<file path="config.mk">
export PLATFORM = sky130hd
export DESIGN_NAME = axis_atomic_fi_sched
export DESIGN_NICKNAME = d
export VERILOG_FILES = /design/src/rtl/axis_atomic_fi_sched.sv
export SDC_FILE = /design/constraint.sdc
export NUM_CORES = 1
export LEC_CHECK = 0
export CORE_MARGIN = 3
export CORE_UTILIZATION = 45
export CTS_CLUSTER_DIAMETER = 60
export CTS_CLUSTER_SIZE = 10
export DETAILED_ROUTE_END_ITERATION = 10
export GPL_ROUTABILITY_DRIVEN = 0
export PLACE_DENSITY_LB_ADDON = 0.12
export SETUP_SLACK_MARGIN = 0.4
export SYNTH_ARGS = -nofsm -noshare
export SYNTH_HDL_FRONTEND = slang
export SYNTH_SLANG_ARGS = --single-unit
</file>
<file path="constraint.sdc">
create_clock -name s_ul_clk -period 4.05 [get_ports s_ul_clk]
set_clock_uncertainty 0.05 [all_clocks]
set_input_delay 0.405 -clock s_ul_clk [delete_from_list [all_inputs] [get_ports s_ul_clk]]
set_output_delay 0.405 -clock s_ul_clk [all_outputs]
set_load 0.02 [all_outputs]
</file>
<file path="src/rtl/axis_atomic_fi_sched.sv">
// Coalescing scheduler: packs beats from two AXI-Stream channels into one
// combined word ({B,A} data, {B,A} present mask in tuser). A lone beat is
// held for up to cfg_wait cycles so that both channels can leave together.
//
// Ports:
//   s_ul_clk, resetn        clock, synchronous active-low reset
//   cfg_wait                coalescing window in cycles (0 = no wait)
//   s_axis_cha_*            channel A slave stream (tvalid/tready/tdata)
//   s_axis_chb_*            channel B slave stream (tvalid/tready/tdata)
//   m_axis_comb_*           combined master stream (tvalid/tready/tdata/tuser)
//   stat_pair_cnt           (AXIS_ATOMIC_FI_SCHED_STATS_EN) full-pair words sent
//   stat_partial_cnt        (AXIS_ATOMIC_FI_SCHED_STATS_EN) partial words sent
//
// Optional feature macro: AXIS_ATOMIC_FI_SCHED_STATS_EN

module axis_atomic_fi_sched #(
  parameter int CHA_BITS  = 8,
  parameter int CHB_BITS  = 8,
  parameter int WAIT_BITS = 4
) (
  input  logic                         s_ul_clk,
  input  logic                         resetn,
  input  logic [WAIT_BITS-1:0]         cfg_wait,
  output logic                         s_axis_cha_tready,
  input  logic                         s_axis_cha_tvalid,
  input  logic [CHA_BITS-1:0]          s_axis_cha_tdata,
  output logic                         s_axis_chb_tready,
  input  logic                         s_axis_chb_tvalid,
  input  logic [CHB_BITS-1:0]          s_axis_chb_tdata,
  input  logic                         m_axis_comb_tready,
  output logic                         m_axis_comb_tvalid,
  output logic [CHA_BITS+CHB_BITS-1:0] m_axis_comb_tdata,
  output logic [1:0]                   m_axis_comb_tuser
`ifdef AXIS_ATOMIC_FI_SCHED_STATS_EN
  ,
  output logic [15:0]                  stat_pair_cnt,
  output logic [15:0]                  stat_partial_cnt
`endif
);

  typedef enum logic [1:0] {
    ST_IDLE = 2'd0,
    ST_WAIT = 2'd1,
    ST_SEND = 2'd2
  } state_t;

  state_t               r_state;
  logic                 r_full_a;
  logic                 r_full_b;
  logic                 r_tvalid;
  logic [WAIT_BITS-1:0] r_wcnt;
  logic [CHA_BITS-1:0]  r_dat_a;
  logic [CHB_BITS-1:0]  r_dat_b;

  logic w_rdy_a;
  logic w_rdy_b;
  logic w_acc_a;
  logic w_acc_b;
  logic w_hs;

  // Ready depends on registers only, never on the input valids.
  assign w_rdy_a = ~r_full_a & (r_state != ST_SEND);
  assign w_rdy_b = ~r_full_b & (r_state != ST_SEND);
  assign w_acc_a = s_axis_cha_tvalid & w_rdy_a;
  assign w_acc_b = s_axis_chb_tvalid & w_rdy_b;
  assign w_hs    = r_tvalid & m_axis_comb_tready;

  assign s_axis_cha_tready  = w_rdy_a;
  assign s_axis_chb_tready  = w_rdy_b;
  assign m_axis_comb_tvalid = r_tvalid;
  assign m_axis_comb_tdata  = {r_dat_b, r_dat_a};
  assign m_axis_comb_tuser  = {r_full_b, r_full_a};

  // Data holding registers carry no reset; tuser tells the consumer
  // which halves are meaningful.
  always_ff @(posedge s_ul_clk) begin
    if (w_acc_a) r_dat_a <= s_axis_cha_tdata;
    if (w_acc_b) r_dat_b <= s_axis_chb_tdata;
  end

  always_ff @(posedge s_ul_clk) begin
    if (!resetn) begin
      r_state  <= ST_IDLE;
      r_full_a <= 1'b0;
      r_full_b <= 1'b0;
      r_wcnt   <= '0;
      r_tvalid <= 1'b0;
    end else begin
      if (w_acc_a) r_full_a <= 1'b1;
      if (w_acc_b) r_full_b <= 1'b1;
      unique case (r_state)
        ST_IDLE: begin
          if (w_acc_a && w_acc_b) begin
            r_state  <= ST_SEND;
            r_tvalid <= 1'b1;
          end else if (w_acc_a || w_acc_b) begin
            if (cfg_wait == '0) begin
              r_state  <= ST_SEND;
              r_tvalid <= 1'b1;
            end else begin
              r_state <= ST_WAIT;
              r_wcnt  <= cfg_wait;
            end
          end
        end
        ST_WAIT: begin
          // Only the missing channel can be ready here, so any accept
          // completes the pair, including one on the last window cycle.
          if (w_acc_a || w_acc_b) begin
            r_state  <= ST_SEND;
            r_tvalid <= 1'b1;
          end else if (r_wcnt <= WAIT_BITS'(1)) begin
            r_state  <= ST_SEND;
            r_tvalid <= 1'b1;
          end else begin
            r_wcnt <= r_wcnt - WAIT_BITS'(1);
          end
        end
        ST_SEND: begin
          if (m_axis_comb_tready) begin
            r_state  <= ST_IDLE;
            r_tvalid <= 1'b0;
            r_full_a <= 1'b0;
            r_full_b <= 1'b0;
          end
        end
        default: begin
          r_state  <= ST_IDLE;
          r_tvalid <= 1'b0;
          r_full_a <= 1'b0;
          r_full_b <= 1'b0;
        end
      endcase
    end
  end

`ifdef AXIS_ATOMIC_FI_SCHED_STATS_EN
  logic [15:0] r_pair_cnt;
  logic [15:0] r_part_cnt;

  always_ff @(posedge s_ul_clk) begin
    if (!resetn) begin
      r_pair_cnt <= '0;
      r_part_cnt <= '0;
    end else if (w_hs) begin
      if (r_full_a && r_full_b) begin
        if (r_pair_cnt != 16'hFFFF) r_pair_cnt <= r_pair_cnt + 16'd1;
      end else begin
        if (r_part_cnt != 16'hFFFF) r_part_cnt <= r_part_cnt + 16'd1;
      end
    end
  end

  assign stat_pair_cnt    = r_pair_cnt;
  assign stat_partial_cnt = r_part_cnt;
`else
  logic w_unused;
  assign w_unused = w_hs;
`endif

endmodule

</file>
==> Word-level counts from Yosys, hierarchy flattened <==
Index checks and enable logic that the tools add are counted.
{ "op_classes": {"add_sub_neg": 1, "order_cmp": 1, "eq_ne": 12, "muxes": 26, "n_bitwise": 6, "n_reduce_logical": 9} }
{ "op_table": {"columns": ["op", "count"], "rows": [
  ["$mux 4", 5],
  ["$ne 2x2->1 const B", 7],
  ["$mux 2", 6],
  ["$mux 1", 10],
  ["$ne 3x3->1 const B", 3],
  ["$pmux 4 s2", 1],
  ["$pmux 2 s3", 1],
  ["$reduce_and 6->1", 1],
  ["$and 1x1->1", 4],
  ["$le 4x1->1 const B", 1],
  ["$logic_not 4->1", 1],
  ["$pmux 1 s2", 2],
  ["$reduce_and 4->1", 1],
  ["$sub 4x1->4 const B", 1],
  ["$pmux 1 s3", 1],
  ["$reduce_and 3->1", 1],
  ["$eq 2x1->1 const B", 1],
  ["$eq 2x2->1 const B", 1],
  ["$logic_not 2->1", 1],
  ["$not 1->1", 2],
  ["$reduce_bool 2->1", 1],
  ["$reduce_or 2->1", 1],
  ["$logic_and 1x1->1", 1],
  ["$logic_or 1x1->1", 1]
]} }
{ "totals": {"register_bits": 25, "inputBits": 25, "elab_cells": 62} }

==> Logic depth before layout (Yosys ltp) <==
Gate-level depths: netlist of the first run.
{ "logic_depth": {"word_depth": 7, "mapped_depth": 6, "depth_no_buf": 6} }

==> Least setup slack after synthesis of the first run <==
OpenSTA, ideal clock, no wires.
{ "synth_path": {"kind": "register to register", "from": "register r_wcnt[0]", "to": "register r_wcnt[1]", "setup_time_ns": 0.128, "t_arrival_ns": 1.539, "required_time_ns": 3.872, "path_slack_ns": 2.333, "path_stages_with_launch": 7, "path_buffers": 0, "period_less_slack_ns": 1.717, "cell_sequence": "dfxtp_1 > inv_1 > ha_1 > or2_1 > a2111oi_2 > a31oi_1 > mux2i_1"} }
{ "synth_via": {"elab_chain_len": 4, "elab_cells_between_ends": 7} }
{ "synth_lines": {"columns": ["element", "line", "source"], "rows": [
  ["start: declaration", "51", "logic [WAIT_BITS-1:0] r_wcnt;"],
  ["start signal: assignment", "102", "r_wcnt <= cfg_wait;"],
  ["start signal: assignment", "116", "r_wcnt <= r_wcnt - WAIT_BITS'(1);"],
  ["$sub 4x1->4", "116", null],
  ["$mux 4", "112", "end else if (r_wcnt <= WAIT_BITS'(1)) begin"],
  ["$mux 4", "109", "if (w_acc_a || w_acc_b) begin"],
  ["$pmux 4 s2", "91", "unique case (r_state)"]
]} }
Several ways; a longest one is shown, not always the timed one. The select of a mux whose other input is x is not followed.
A chain may end at the register's enable or synchronous reset.

==> Final worst setup path of the first run <==
{ "layout_path": {"from": "register r_state[0]", "to": "output s_axis_cha_tready"} }
{ "layout_via": {"elab_chain_len": 2} }
{ "layout_lines": {"columns": ["element", "line", "source"], "rows": [
  ["start: declaration", "47", "state_t r_state;"],
  ["start signal: assignment", "83", "r_state <= ST_IDLE;"],
  ["start signal: assignment", "94", "r_state <= ST_SEND;"],
  ["start signal: assignment", "98", "r_state <= ST_SEND;"],
  ["$ne 2x2->1", "62", "assign w_rdy_a = ~r_full_a & (r_state != ST_SEND);"],
  ["$and 1x1->1", "62", null],
  ["end: declaration", "24", "output logic s_axis_cha_tready,"]
]} }
No other way between the ends.

==> results by group, run 1 <==
Global route
  – Initial antenna violation count: 0
  – Vias in the first global route: 884
  – GRT Overall Usage: 16.8%
  – Global-route wire length before repair: 4220 µm
  – Pin count of the biggest net entering global routing: 15
  – Global route overflow: 0

Critical path
  – Worst path arrival time: 1.82 ns
  – Max FO, Critical Path: 14
  – Reg2reg setup slack: 2.10 ns
  – Critical Path Max Stage Delay: 0.61 ns
  – End of the critical path: s_axis_cha_tready
  – Setup CP Type: reg -> out
  – Worst setup startpoint: r_state[0]
  – CP Launch Type: flop
  – CP endpoint kind: output port
  – Worst reg2reg path depth: 6
  – Capturing point of the worst reg2reg path: r_wcnt[1]
  – Crit-path cells: nor2_1 > nor2_1 > clkdlybuf4s50_1
  – CP most frequent cell: nor2_1
  – Slowest cell on the critical path: dfxtp_1
  – FF-to-FF Start: r_wcnt[0]
  – Worst path required time: 3.60 ns

Synthesis
  – Post-Syn Area: 1130 µm²
  – Asr flop ratio synth: 0%
  – Synth unique cells: 39
  – Post-Synthesis Cells: 98
  – Yosys warnings: 0
  – Main synth FF type: edfxtp_1
  – Register bit total from synthesis: 25
  – Avg Inst Size Synth: 11.5 µm²
  – EDFF count, synth: 16
  – Seq/Total Area, Yosys: 58.4%
  – Net Count, Synth: 125

Clock tree
  – H-tree levels: 1
  – Clk sinks: 25
  – # Post-CTS Setup Buffers: 0
  – Latest clock arrival within the worst-skew pair: 0.31 ns
  – Root Buffer: clkbuf_4
  – CTS max path bufs: 2
  – Hold_buf cts: 0
  – Post-cts sizing count: 0
  – Reg clk slew, reported paths: 0.13 ns
  – CTS tree: done
  – Total CTS buffers: 3

Floorplan
  – Die area: 3150 µm²
  – CORE AREA: 2300 µm²
  – I/O pin cnt: 46
  – Die width: 56.1 µm
  – Die H: 56.1 µm
  – Standard-cell rows: 17
  – Initial Util: 49.2%

Final layout
  – Area Growth Syn to Fin: 42.3%
  – N_diodes: 0
  – Layout cells sized above 1: 6.34%
  – Final Non-Filler Cells: 170
  – Most frequent cells in the layout: 45 x clkdlybuf4s50_1, 16 x edfxtp_1, 10 x nor2_1
  – Design area: 1610 µm²
  – Most common cell after layout, fill and taps aside: clkdlybuf4s50_1
  – NumNets Final: 170

STA
  – Final setup viols: 0
  – Unrepaired setup endpoints after global routing: false
  – Slew @ Worst Pin: 0.644 ns
  – Hold Violations, Final: 0
  – Min cycle time layout: 2.28 ns
  – Final worst-path cycle share: 56.2%
  – Max Clk Rate: 439 MHz
  – Slew Limit Headroom: 56.9%
  – Fin Hold WS: 0.472 ns
  – Setup TNS: 0 ns
  – Final-report max-slew violation count: 0

Placement
  – Placed Cells: 166
  – I/O Buffers: 45
  – Dpl cell area: 1580 µm²
  – DP HPWL: 1970 µm

Detailed routing
  – Vias: 903
  – Initial detailed-routing violation count: 19
  – Drt total wl: 2460 µm
  – Routed len/inst: 14.5 µm
  – Via density: 5.31
  – DRC Markers: 0
  – DRT antenna net count: 0
  – TritonRoute pass-1 iters: 4

Power and ir drop
  – Overall power: 0.000655 W
  – Leakage: 0.581 nW
  – VDD IR max: 0.237 mV
  – Power Dens Cells: 407 nW/µm²

Flow run
  – Max cap viols: 0

Run status
  – Outcome: completed

Worst hold path
  – Worst hold path class: reg -> reg
## critical path: cells and delay by family (launching register included)
kind                   cells  cell delay, ns
DFF                        1            0.61
buffers and inverters      1            0.61
and+or+nand+nor            2            0.30
## registers in the layout (all words and copies together), names as in the netlist
register            cells
m_axis_comb_tvalid      1
r_dat_a                 8
r_dat_b                 8
r_full_a                1
r_full_b                1
r_state                 2
r_wcnt                  4
## layer usage
layer,vias to the layer above,wire length [µm],track usage [%],share of wire (%)
met5,-,0,0,0
met4,0,32,4.07,1.3
met3,4,184,3.48,7.5
met2,35,1260,30.1,51
met1,414,986,20.3,40
li1,450,-,-,-
## synthesized netlist by cell type, types with 3 or more instances
cell type	count	area share (%)
nand2_1	8	2.7
o21ai_1	4	1.8
edfxtp_1	16	42
and2_1	3	1.7
nor4_1	3	1.7
inv_1	4	1.3
o21a_1	3	2.0
dfxtp_1	9	16
nor2_1	10	3.3
## final cells by class
| class | count | area, µm² |
|---|---|---|
| fill | 194 | 688 |
| sequential | 25 | 661 |
| timing repair buffer | 45 | 450 |
| multi-input combinational | 63 | 418 |
| tap | 28 | 35.0 |
| clock buffer | 4 | 26.3 |
| inverter | 5 | 18.8 |
## how the worst min path moves through the flow
| stage | from | cells after the start | end | slack [ns] |
|---|---|---|---|---|
| after floorplan | r_wcnt[1] | 2 | r_wcnt[1] | 0.41 |
| after global placement | r_wcnt[1] | 2 | r_wcnt[1] | 0.44 |
| after detailed placement | r_wcnt[1] | 2 | r_wcnt[1] | 0.46 |
| after CTS | r_wcnt[1] | 2 | r_wcnt[1] | 0.48 |
| after global routing | r_wcnt[1] | 2 | r_wcnt[1] | 0.52 |
| final | r_wcnt[1] | 2 | r_wcnt[1] | 0.47 |
## per-stage QoR
step | utilization (%) | setup WS, ns
after global placement | 68.9 | 1.91
after global routing | 70.0 | 1.62
final | 70.0 | 1.77
after floorplan | - | 2.33
after CTS | 70.0 | 1.75
after detailed placement | 68.9 | 1.82
## cell families after synthesis
| group | Yosys count | synth area share [%] |
|---|---|---|
| AOI/OAI and AO/OA | 23 | 15.3 |
| xor gates and xnor gates | 2 | 1.55 |
| adders and majority gates | 2 | 2.21 |
| buffers and inverters | 10 | 4.65 |
| DFF | 25 | 58.4 |
| muxes | 1 | 0.885 |
| and+or+nand+nor | 35 | 17.0 |
## where the power goes
part           internal (W)  switching (W)  total [W]
Clock             0.0000384      0.0000687   0.000107
Combinational      0.000105       0.000108   0.000213
Sequential         0.000306      0.0000291   0.000335
Power figures use the tool's default switching activity.
==> inputs of run 2 (changes only) <==
--- a/config.mk
+++ b/config.mk
@@ -5,8 +5,9 @@
 export SDC_FILE = /design/constraint.sdc
 export NUM_CORES = 1
 export LEC_CHECK = 0
+export CORE_ASPECT_RATIO = 0.5
 export CORE_MARGIN = 3
-export CORE_UTILIZATION = 45
+export CORE_UTILIZATION = 42
 export CTS_CLUSTER_DIAMETER = 60
 export CTS_CLUSTER_SIZE = 10
 export DETAILED_ROUTE_END_ITERATION = 10
==> constraint.sdc (replaced) <==
create_clock -name s_ul_clk -period 2.2 [get_ports s_ul_clk]
set_clock_uncertainty 0.05 [all_clocks]
set_input_delay 0.22 -clock s_ul_clk [delete_from_list [all_inputs] [get_ports s_ul_clk]]
set_output_delay 0.22 -clock s_ul_clk [all_outputs]
set_load 0.02 [all_outputs]
==> results by group, run 2 (synthesis gave the netlist of run 1 again) <==
Run status
  – Outcome: completed

Power and ir drop
  – Leakage: 0.630 nW (+8.4%)
  – VDD IR max: 0.450 mV (+90%)
  – Power Dens Cells: 782 nW/µm² (+92%)

Clock tree
  – Root Buffer: clkbuf_8
  – CTS tree: done
  – Latest clock arrival within the worst-skew pair: 0.27 ns (-0.04 ns)
  – Clk sinks: 25 (unchanged)
  – CTS max path bufs: 2 (unchanged)
  – Total CTS buffers: 3 (unchanged)
  – Reg clk slew, reported paths: 0.09 ns (-0.04 ns)
  – H-tree levels: 1 (unchanged)

Final layout
  – Register area: 671 µm² (+1.5%)
  – Top Registers: r_dat_a (8), r_dat_b (8), r_wcnt (4)
  – NumNets Final: 177 (+4.1%)
  – Final Non-Filler Cells: 184 (+8.2%)
  – Number of fill cells: 171 (-12%)
  – N_diodes: 0 (unchanged)
  – Design area: 1730 µm² (+7.6%)
  – Area Growth Syn to Fin: 53.1%
  – Multi-input gate area: 449 µm² (+7.5%)
  – Most frequent cells in the layout: 43 x clkdlybuf4s50_1, 16 x edfxtp_1, 9 x nor2_1
  – Most common cell after layout, fill and taps aside: clkdlybuf4s50_1
  – Core Util, Final: 72.5% (+2.5 points)
  – Layout cells sized above 1: 18.1% (+12 points)

Critical path
  – Max FO, Critical Path: 3 (-11)
  – Worst reg2reg path depth: 7 (+1)
  – Crit-path cells: clkdlybuf4s50_1 > nor4_1 > or2_2 > o311a_1 > o41a_1
  – Worst path arrival time: 1.87 ns (+0.05 ns)
  – Buf+Inv Stages, Crit Path: 1 (unchanged)
  – Slowest cell on the critical path: clkdlybuf4s50_1
  – FF-to-FF Start: r_wcnt[0]
  – Worst path required time: 2.30 ns (-1.30 ns)
  – Capturing point of the worst reg2reg path: r_state[1]
  – CP top delay family: compound AO/OA/AOI/OAI gates
  – Critical Path Max Stage Delay: 0.51 ns (-0.10 ns)
  – Reg2reg setup slack: 0.46 ns (-1.64 ns)
  – CP endpoint kind: flop
  – Setup CP Type: in -> reg
  – CP Launch Type: input pin
  – End of the critical path: r_wcnt[3]
  – Worst setup startpoint: cfg_wait[0]
  – Levels on crit path: 5 (+2)

Global route
  – Vias in the first global route: 826 (-6.6%)
  – Global-route wire length before repair: 3950 µm (-6.4%)
  – GRT Overall Usage: 15.0% (-1.8 points)
  – Pin count of the biggest net entering global routing: 16 (+1)
  – Global route overflow: 0 (unchanged)
  – Initial antenna violation count: 0 (unchanged)

STA
  – Final setup viols: 0 (unchanged)
  – Final-report max-slew violation count: 0 (unchanged)
  – Slew Limit Headroom: 72.7% (+16 points)
  – Setup TNS: 0 ns (unchanged)
  – Min cycle time layout: 1.77 ns
  – Final worst-path cycle share: 80.4%
  – Hold Violations, Final: 0 (unchanged)
  – Max Clk Rate: 565 MHz
  – Unrepaired setup endpoints after global routing: false
  – Slew @ Worst Pin: 0.408 ns (-0.235 ns)

Detailed routing
  – Drt total wl: 2470 µm (+0.41%)
  – Routed len/inst: 13.4 µm (-7.2%)
  – DRT antenna net count: 0 (unchanged)
  – TritonRoute pass-1 iters: 4 (unchanged)
  – DRC Markers: 0 (unchanged)
  – Via density: 5.03 (-5.3%)
  – Vias: 926 (+2.5%)
  – Initial detailed-routing violation count: 35 (+16)

Floorplan
  – Die area: 3390 µm² (+7.6%)
  – Initial Util: 47.4% (-1.9 points)
  – CORE AREA: 2390 µm² (+3.9%)
  – Die width: 79.4 µm (+41%)
  – I/O pin cnt: 46 (unchanged)
  – Standard-cell rows: 12 (-5)
  – Die H: 42.7 µm (-24%)

Placement
  – I/O Buffers: 45 (unchanged)
  – Placed Cells: 175 (+5.4%)
  – DP HPWL: 1800 µm (-8.4%)
  – Dpl cell area: 1610 µm² (+1.5%)

Flow run
  – Max cap viols: 0 (unchanged)

Worst hold path
  – Worst hold path class: reg -> reg
  – Hold Path Origin: r_wcnt[1]
-- run 2: worst min-delay path, stage by stage, from the launching register on --
cell and delay, ns:
dfxtp_2 0.35, nand2_1 0.05, mux2i_1 0.06
-- run 2: cell type report --
type	instances	share of cell area [%]
flip-flops and latches	25	38.7
repair buffers	52	28.9
multi-input cells	63	25.9
well taps	35	2.53
clock buffers	3	2.38
inverters	5	1.08
clock inverters	1	0.434
-- run 2: power breakdown --
part	switching (W)	internal (W)
Clock	0.000142	0.000128
Sequential	0.0000557	0.000569
Combinational	0.000222	0.000239
Total	0.000419	0.000935
-- run 2: through the flow --
step                      worst slack, ns  hold WS [ns]  power (W)
after floorplan                     0.483         0.269   0.000861
after global placement              0.226         0.445    0.00102
after detailed placement            0.169         0.461    0.00103
after CTS                           0.403         0.449    0.00131
after global routing                0.404         0.432    0.00144
final                               0.432         0.443    0.00135
-- run 2: metal layers --
| metal | GRT usage, % | part of all wire [%] | vias up |
|---|---|---|---|
| li1 | - | - | 462 |
| met1 | 19.0 | 44 | 419 |
| met2 | 25.1 | 47 | 41 |
| met3 | 5.30 | 7.4 | 4 |
| met4 | 2.74 | 1.2 | 0 |
| met5 | 0 | 0 | - |
-- run 2: what timing repair did --
| action | CTS | global route |
|---|---|---|
| buffers inserted | 0 | 5 |
| resized for setup | 10 | 6 |
| hold buffers | 0 | 0 |
| setup endpoints to repair | 6 | 4 |
| pin swaps | 1 | 4 |
-- run 2: worst min path at each step --
stage | slack, ns | endpoint | depth (start not counted)
2_1_floorplan | 0.27 | r_dat_a[0] | 0
3_3_place_gp | 0.44 | r_wcnt[1] | 2
3_5_place_dp | 0.46 | r_wcnt[1] | 2
4_1_cts | 0.45 | r_dat_b[6] | 1
5_1_grt | 0.43 | r_dat_b[6] | 1
6_report | 0.44 | r_wcnt[1] | 2
==> inputs of run 3 (changes only) <==
--- a/config.mk
+++ b/config.mk
@@ -7,7 +7,7 @@
 export LEC_CHECK = 0
 export CORE_ASPECT_RATIO = 0.5
 export CORE_MARGIN = 3
-export CORE_UTILIZATION = 42
+export CORE_UTILIZATION = 38
 export CTS_CLUSTER_DIAMETER = 60
 export CTS_CLUSTER_SIZE = 10
 export DETAILED_ROUTE_END_ITERATION = 10
==> constraint.sdc (replaced) <==
create_clock -name s_ul_clk -period 1.6 [get_ports s_ul_clk]
set_clock_uncertainty 0.05 [all_clocks]
set_input_delay 0.16 -clock s_ul_clk [delete_from_list [all_inputs] [get_ports s_ul_clk]]
set_output_delay 0.16 -clock s_ul_clk [all_outputs]
set_load 0.02 [all_outputs]
==> results by group, run 3 (synthesis gave the netlist of run 1 again) <==
Run status
  – Failing checks: setup timing
  – Outcome: finished with violations

Final layout
  – Top Registers: r_dat_a (8), r_dat_b (8), r_wcnt (4)
  – Layout cells sized above 1: 43.5% (+25 points)
  – NumNets Final: 205 (+16%)
  – Register area: 676 µm² (+0.75%)
  – Most frequent cells in the layout: 25 x buf_4, 20 x clkdlybuf4s50_1, 16 x edfxtp_1
  – N_diodes: 0 (unchanged)
  – Number of fill cells: 176 (+2.9%)
  – Most common cell after layout, fill and taps aside: buf_4
  – Multi-input gate area: 539 µm² (+20%)
  – Area Growth Syn to Fin: 81.3%

Floorplan
  – I/O pin cnt: 46 (unchanged)
  – Die area: 3710 µm² (+9.4%)
  – Die H: 44.6 µm (+4.4%)
  – Initial Util: 41.6% (-5.7 points)
  – Standard-cell rows: 13 (+1)
  – CORE AREA: 2720 µm² (+14%)
  – Die width: 83.2 µm (+4.7%)

Global route
  – GRT Overall Usage: 17.0% (+2.0 points)
  – Global-route wire length before repair: 4870 µm (+23%)
  – Pin count of the biggest net entering global routing: 16 (unchanged)
  – Initial antenna violation count: 0 (unchanged)
  – Vias in the first global route: 1,044 (+26%)
  – Global route overflow: 0 (unchanged)

STA
  – Slew Limit Headroom: 72.6% (-0.11 points)
  – Unrepaired setup endpoints after global routing: true
  – Final worst-path cycle share: 100%
  – Hold Violations, Final: 0 (unchanged)
  – Min cycle time layout: 1.61 ns
  – Final setup viols: 2 (+2)
  – Slew @ Worst Pin: 0.406 ns (-0.00222 ns)
  – Fin Hold WS: 0.337 ns (-0.106 ns)
  – Final Worst Setup Slack: -0.00505 ns (-0.437 ns)
  – Final-report max-slew violation count: 0 (unchanged)
  – Max Clk Rate: 623 MHz

Clock tree
  – Root Buffer: clkbuf_8
  – CTS tree: done
  – Latest clock arrival within the worst-skew pair: 0.27 ns (about the same)
  – Total CTS buffers: 3 (unchanged)
  – H-tree levels: 1 (unchanged)
  – Reg clk slew, reported paths: 0.09 ns (about the same)
  – CTS max path bufs: 2 (unchanged)
  – Clk sinks: 25 (unchanged)

Detailed routing
  – TritonRoute pass-1 iters: 4 (unchanged)
  – Vias: 1,078 (+16%)
  – Routed len/inst: 14.6 µm (+9.0%)
  – Via density: 5.04 (about the same)
  – Initial detailed-routing violation count: 31 (-11%)
  – DRT antenna net count: 0 (unchanged)
  – DRC Markers: 0 (unchanged)
  – Drt total wl: 3130 µm (+27%)

Critical path
  – Worst path arrival time: 1.71 ns (-0.16 ns)
  – Reg2reg setup slack: -0.005 ns (-0.47 ns)
  – Worst path required time: 1.71 ns (-0.59 ns)
  – Max FO, Critical Path: 3 (unchanged)
  – Setup CP Type: reg -> reg
  – CP endpoint kind: flop
  – CP Launch Type: flop

Placement
  – Place WS: -0.255 ns (-0.424 ns)
  – I/O Buffers: 45 (unchanged)
  – DP HPWL: 2190 µm (+21%)

Power and ir drop
  – Leakage: 0.825 nW (+31%)
  – VDD IR max: 0.652 mV (+45%)
  – Power Dens Cells: 1040 nW/µm² (+33%)

Flow run
  – Max cap viols: 0 (unchanged)

Worst hold path
  – Worst hold path class: in -> reg
[run 3: worst max-delay path: stages (launching register included)]
cell and delay, ns:
dfxtp_4 0.38, inv_4 0.04, ha_4 0.14, or2_4 0.27, a2111oi_4 0.37, a31oi_2 0.11, mux2i_1 0.13
[run 3: final cells by class]
cell class	instances	area share (%)
inverters	5	1.16
repair buffers	80	35.0
clock buffers	3	2.01
multi-input cells	63	26.3
flip-flops and latches	25	32.9
well taps	37	2.26
clock inverters	1	0.366
[run 3: metal layers]
layer  wire length, µm  vias up  global-route usage [%]
met5                 0        -                       0
met1              1370      493                    20.5
met2              1480       58                    30.9
met3               244        6                    5.76
met4                39        0                    2.61
li1                  -      521                       -
[run 3: worst paths after layout]
kind | startpoint | to | cells past startpoint
worst max register to register | r_wcnt[0] | r_wcnt[1] | 6
worst max-delay path | r_wcnt[0] | r_wcnt[1] | 6
worst min-delay path | cfg_wait[1] | r_wcnt[1] | 4
worst min register to register | m_axis_comb_tvalid | m_axis_comb_tvalid | 2
[run 3: power breakdown]
group | switching [W] | leakage [nW] | internal (W)
Combinational | 0.000421 | 0.575 | 0.000486
Clock | 0.000202 | 0.0217 | 0.000176
Sequential | 0.0000603 | 0.229 | 0.000784
[run 3: repair_timing]
action | CTS | global route
gates resized for setup | 51 | 38
setup buffers | 5 | 7
endpoints found under the setup margin | 44 | 41
pin swaps | 8 | 9
hold buffers | 0 | 0
[run 3: per-stage QoR]
stage / setup TNS [ns] / total power [W] / util, % / std cells / area [µm²]
4_1_cts: -0.0422 / 0.00202 / 71.5 / 207 / 1940
5_1_grt: -0.302 / 0.00226 / 75.5 / 214 / 2050
3_5_place_dp: -2.07 / 0.00161 / 67.6 / 198 / 1840
6_report: -0.00954 / 0.00213 / 75.5 / 214 / 2050
3_3_place_gp: -1.35 / 0.00160 / 67.6 / 198 / 1840
2_1_floorplan: 0 / 0.00126 / - / 98 / 1200
